File: config.mk
export PLATFORM = sky130hd
export DESIGN_NAME = lfsr_rr_arbiter
export DESIGN_NICKNAME = d
export VERILOG_FILES = /design/src/rtl/lfsr_pkg.sv /design/src/rtl/rr_pick.sv /design/src/rtl/lfsr_rr_arbiter.sv
export SDC_FILE = /design/constraint.sdc
export NUM_CORES = 1
export LEC_CHECK = 0
export BUFFER_PORTS_ARGS = -buffer_cell sky130_fd_sc_hd__buf_2
export CORE_MARGIN = 2
export CORE_UTILIZATION = 44
export CTS_CLUSTER_SIZE = 24
export DETAILED_ROUTE_END_ITERATION = 12
export PLACE_DENSITY_LB_ADDON = 0.05
export RECOVER_POWER = 25
export SYNTH_ARGS = -nofsm -noshare
export SYNTH_HDL_FRONTEND = slang
export SYNTH_HIERARCHICAL = 1
export SYNTH_SLANG_ARGS = --single-unit
File: constraint.sdc
create_clock -name clk -period 2.65 [get_ports clk]
set_input_delay 0.3975 -clock clk [delete_from_list [all_inputs] [get_ports clk]]
set_output_delay 0.3975 -clock clk [all_outputs]
set_load 0.02 [all_outputs]
File: src/rtl/lfsr_pkg.sv
// Shared definitions for the LFSR round-robin arbiter.
// Holds the FSM state encoding, the LFSR core defaults and the data width
// default used by the arbiter top and its testbench.
package lfsr_pkg;

    // FSM state encoding of the arbiter sequencer.
    typedef logic [1:0] state_t;

    localparam state_t IDLE   = 2'b00;
    localparam state_t GRANT  = 2'b01;
    localparam state_t STREAM = 2'b10;

    // Default width of the LFSR core output and of the streamed data.
    localparam int DEFAULT_DATA_WIDTH = 8;

    // Reset-time seed and feedback taps of the shared LFSR core.
    // The arbiter never loads the core; these describe its power-on setup.
    localparam logic [7:0] LFSR_SEED = 8'h19;
    localparam logic [7:0] LFSR_TAPS = 8'hB8;

    // Upper bound of the optional saturating statistics counters.
    localparam logic [15:0] STATS_MAX = 16'hFFFF;

endpackage

File: src/rtl/rr_pick.sv
// Combinational round-robin priority picker.
// Returns the first set request bit at or above ptr, wrapping to bit 0,
// together with a flag telling whether any request is present.
module rr_pick #(
    parameter int NUM_REQ = 4,
    parameter int ID_W    = 2
) (
    input  logic [NUM_REQ-1:0] req,
    input  logic [ID_W-1:0]    ptr,
    output logic [ID_W-1:0]    winner,
    output logic               any_req
);

    // Two ordered passes: bits from ptr upward first, then the wrapped bits below ptr.
    always_comb begin
        winner  = '0;
        any_req = 1'b0;
        for (int i = 0; i < NUM_REQ; i++) begin
            if (!any_req && req[i] && (i >= int'(ptr))) begin
                winner  = ID_W'(i);
                any_req = 1'b1;
            end
        end
        for (int i = 0; i < NUM_REQ; i++) begin
            if (!any_req && req[i] && (i < int'(ptr))) begin
                winner  = ID_W'(i);
                any_req = 1'b1;
            end
        end
    end

endmodule

File: src/rtl/lfsr_rr_arbiter.sv
// Round-robin arbiter and sequencer sharing one LFSR core between requesters.
// A granted requester receives a burst of req_len LFSR values over a
// valid/ready stream tagged with its id; the core is advanced exactly once
// per delivered byte.
//
// Handshake: a beat transfers on a cycle where out_valid && out_ready are
// both high; out_valid, once raised, holds with stable data/id/last until the
// beat transfers. req_ready is a one-cycle accept pulse; requesters keep
// req_valid/req_len stable until they see it.
//
// Optional statistics: define LFSR_ARB_STATS_EN to add the beat_total and
// grant_total saturating counters and their output ports.
module lfsr_rr_arbiter
    import lfsr_pkg::*;
#(
    parameter int NUM_REQ    = 4,
    parameter int DATA_WIDTH = DEFAULT_DATA_WIDTH,
    parameter int LEN_W      = 4,
    parameter int ID_W       = 2
) (
    input  logic                     clk,
    input  logic                     rst,
    input  logic [NUM_REQ-1:0]       req_valid,
    input  logic [NUM_REQ*LEN_W-1:0] req_len,
    output logic [NUM_REQ-1:0]       req_ready,
    output logic                     out_valid,
    input  logic                     out_ready,
    output logic [DATA_WIDTH-1:0]    out_data,
    output logic [ID_W-1:0]          out_id,
    output logic                     out_last,
    output logic                     busy,
    output logic                     lfsr_enable,
    input  logic [DATA_WIDTH-1:0]    lfsr_data,
    output logic [1:0]               state_dbg
`ifdef LFSR_ARB_STATS_EN
    ,
    output logic [15:0]              beat_total,
    output logic [15:0]              grant_total
`endif
);

    state_t            state;
    logic [ID_W-1:0]   rr_ptr;
    logic [ID_W-1:0]   grant_id;
    logic [LEN_W-1:0]  beat_cnt;

    logic [ID_W-1:0]   pick_winner;
    logic              pick_any;
    logic              fire;
    logic              grant_entry;
    logic [ID_W-1:0]   ptr_after_grant;

    rr_pick #(
        .NUM_REQ (NUM_REQ),
        .ID_W    (ID_W)
    ) u_pick (
        .req     (req_valid),
        .ptr     (rr_ptr),
        .winner  (pick_winner),
        .any_req (pick_any)
    );

    // Stream outputs are decoded straight from the registered state, so they
    // stay frozen while the consumer stalls.
    assign out_valid   = (state == STREAM);
    assign fire        = out_valid && out_ready;
    assign lfsr_enable = fire;
    assign out_last    = out_valid && (beat_cnt == LEN_W'(1));
    assign out_data    = lfsr_data;
    assign out_id      = grant_id;
    assign busy        = (state != IDLE);
    assign state_dbg   = state;

    // A grant is taken on the IDLE cycle that sees at least one request.
    assign grant_entry = (state == IDLE) && pick_any;

    // Next search start: one past the granted requester, wrapping at NUM_REQ.
    assign ptr_after_grant = (int'(grant_id) == NUM_REQ - 1) ? '0 : grant_id + 1'b1;

    // Sequencer FSM: pick a winner, pulse its accept, then stream its burst.
    always_ff @(posedge clk) begin
        if (rst) begin
            state     <= IDLE;
            rr_ptr    <= '0;
            grant_id  <= '0;
            beat_cnt  <= '0;
            req_ready <= '0;
        end else begin
            req_ready <= '0;
            case (state)
                IDLE: begin
                    if (pick_any) begin
                        grant_id  <= pick_winner;
                        beat_cnt  <= req_len[int'(pick_winner)*LEN_W +: LEN_W];
                        req_ready <= NUM_REQ'(1) << pick_winner;
                        state     <= GRANT;
                    end
                end
                GRANT: begin
                    rr_ptr <= ptr_after_grant;
                    // Zero-length bursts are accepted but produce no beats.
                    if (beat_cnt == '0) begin
                        state <= IDLE;
                    end else begin
                        state <= STREAM;
                    end
                end
                STREAM: begin
                    if (fire) begin
                        beat_cnt <= beat_cnt - 1'b1;
                        if (beat_cnt == LEN_W'(1)) begin
                            state <= IDLE;
                        end
                    end
                end
                default: begin
                    state <= IDLE;
                end
            endcase
        end
    end

`ifdef LFSR_ARB_STATS_EN
    // Saturating counts of delivered beats and of grants taken.
    always_ff @(posedge clk) begin
        if (rst) begin
            beat_total  <= '0;
            grant_total <= '0;
        end else begin
            if (fire && (beat_total != STATS_MAX)) begin
                beat_total <= beat_total + 16'd1;
            end
            if (grant_entry && (grant_total != STATS_MAX)) begin
                grant_total <= grant_total + 16'd1;
            end
        end
    end
`else
    // Without statistics the grant-entry decode has no consumer.
    logic unused_grant_entry;
    assign unused_grant_entry = grant_entry;
`endif

endmodule

==> metrics.txt <==
final setup TNS 0 ns; hold path endpoint state_dbg[1]; post-DP HPWL 1488 um; Avg Cell Area, Syn 9.409 um^2; std cell rows 16; Antenna Nets Post-Route 0; post-synth net total 135; final setup vio count 0; Hold/Removal Path Class input pin to flop; first drt pass iteration count 4; CTS root buf clkbuf_4; drt total wl 1854 um; Max Clock Skew 0.002313 ns; Mapped Area 940.9 um^2; via-per-instance ratio 5.240; reg-to-reg slack, setup 0.69 ns; worst hold path depth 2; worst r2r src rr_ptr[1]; Yosys top cell area share 0.2979; critical path fanouts, max 9; Seq. cell area 280.3 um^2; pwr dens 624.1 mW/mm^2; total power 682.5 uW; hold buffer count at cts 0; Pins Over Slew Limit 0; Leak 0.0005272 uW; Placer Congestion 0.7006; FFs w/ async S/R, synth 0; Inserted Diodes 0; Max-slew headroom 0.7301; FMAX 509.5 MHz; final hold violations 0; Reg clk slew, reported paths 0.08 ns; Setup crit start kind flop; drt drc 0; post-CTS resize count 0; first-pass GRT wire length 3256 um; top cells by count, synth 14 x dfxtp_1, 14 x nor2_1, 8 x buf_4; num ports 51; period utilisation layout 0.7407; die span in y 50.24 um; final hold slack 0.4851 ns; initial antenna violation count 0; worst-margin pin slew 0.4048 ns; RSZ-0062 raised after global routing false; Post-CTS Setup Bufs 0; CTS Buffer Depth 2; WL per Instance 12.04 um; reg2reg end beat_cnt[3]; run status complete, no violations; Sw Share 0.3501; Num CTS Buffers 3; R2R cell count 5; cell taking the most area after synthesis dfxtp_1; post-synthesis sequential area ratio 0.2979; H-tree depth 1; # clock sinks 14; CTS tree done; CORE AREA 0.001982 mm^2; hold_sp rst; clock power share 0.223; via count 807; PortBufs 34; Crit Path Class flop to flop; main flop type after synthesis dfxtp_1; share of layout cells above drive strength 1 0.3780; Nets 163; Chip Width 50.24 um; grt ovf 0; largest net degree at the start of global routing 14; Starting DRT DRC Count 15; Pint 443.6 uW; final core utilization 0.5518; Placed Instance Area 0.001057 mm^2; Area Overhead vs Synth 16.22%; worst-skew pair later-pin latency 0.28 ns; area of the multi-input gates 543.0 um^2; Synth area leaders dfxtp_1 30%, mux2i_1 7.4%, mux4_2 7.2%; vias in the first global route 773; #FFs+latches synth 14; FILL cells 194; finished layout cell area 0.001094 mm^2; Cells after Synth 100; crit path DAT 2.14 ns; sequential share of power 0.402; gr usage total 0.1667; combinational share of power 0.374; Peak supply drop 0.3630 mV; Die ar. 0.002524 mm^2; Distinct cells, synth 35; CP Capture Type flop; Yosys Warn Count 6; Max Cap Viol 0; P_sw 238.9 uW; Worst EP required 2.83 ns; fin crit period 1.963 ns; number of synthesized flops with an enable pin 0; initial core utilization 0.4747
## metrics by stage
| step | setup slack [ns] | cells |
|---|---|---|
| after global placement | 0.6770 | 150 |
| final | 0.6873 | 154 |
| after floorplan | 0.8095 | 100 |
| after global routing | 0.5734 | 154 |
| after CTS | 0.6827 | 154 |
| after detailed placement | 0.6535 | 150 |
## power by group through the flow
stage | Sequential, uW | Clock (uW) | Combinational [uW]
after global routing | 283 | 169 | 286
after floorplan | 286 | 0 | 210
final | 275 | 152 | 256
after global placement | 279 | 0 | 255
after detailed placement | 280 | 0 | 258
after CTS | 275 | 161 | 259
## kinds of logic after synthesis
family          after synthesis  share of synthesized area
compound gates               16                     0.1170
fa+ha+maj                     4                    0.05319
buf+inv                      17                     0.1250
flops                        14                     0.2979
mux                          12                     0.1862
simple gates                 37                     0.2207
## how the worst max path moves through the flow
| stage | start | slack (ns) | end |
|---|---|---|---|
| after floorplan | rr_ptr[1] | 0.81 | beat_cnt[3] |
| after global placement | req_valid[3] | 0.68 | beat_cnt[3] |
| after detailed placement | req_valid[3] | 0.65 | beat_cnt[3] |
| after CTS | rr_ptr[1] | 0.68 | beat_cnt[3] |
| after global routing | rr_ptr[1] | 0.57 | beat_cnt[3] |
| final | rr_ptr[1] | 0.69 | beat_cnt[3] |
## registers in the layout, summed over array words and instances, names as in the netlist
register   count
beat_cnt       4
rr_ptr         2
state_dbg      2
out_id         2
req_ready      4
## layer usage
metal  up-vias  part of all wire  global-route usage
met2        29              0.50              0.2851
met1       369              0.41              0.1948
li1        401                 -                   -
met3         8             0.080             0.05357
met5         -                 0                   0
met4         0             0.010             0.05556
## area by class of cell
class                   instances  area share
clock buffers                   4     0.03318
inverters                       4     0.01373
multi-input cells              69      0.4966
flip-flops and latches         14      0.2563
well taps                      27     0.03089
repair buffers                 36      0.1693
## cell usage in the layout, fill, tap and decap left out, drive strengths merged
cell type | synthesis | routed
a211o | 1 | 1
a211oi | 2 | 2
a21o | 1 | 1
a21oi | 5 | 5
a221oi | 2 | 2
a22oi | 1 | 1
and2 | 1 | 1
and3 | 2 | 2
buf | 12 | 36
clkbuf | 1 | 4
dfxtp | 14 | 14
ha | 4 | 4
inv | 4 | 4
mux2 | 1 | 1
mux2i | 7 | 7
mux4 | 4 | 4
nand2 | 5 | 5
nand2b | 2 | 2
nand3 | 1 | 1
nand3b | 2 | 2
nor2 | 15 | 15
nor2b | 1 | 1
nor3 | 3 | 3
nor3b | 1 | 1
nor4 | 1 | 1
nor4b | 1 | 1
o21ai | 3 | 3
o21bai | 1 | 1
or2 | 1 | 1
or3b | 1 | 1
## critical path, cell delays in order, from the launching register on
cell	delay [ns]
dfxtp_1	0.45
mux2i_1	0.13
a221oi_2	0.27
buf_4	0.22
mux4_2	0.50
a211o_1	0.30
(Power assumes the default switching activity.)
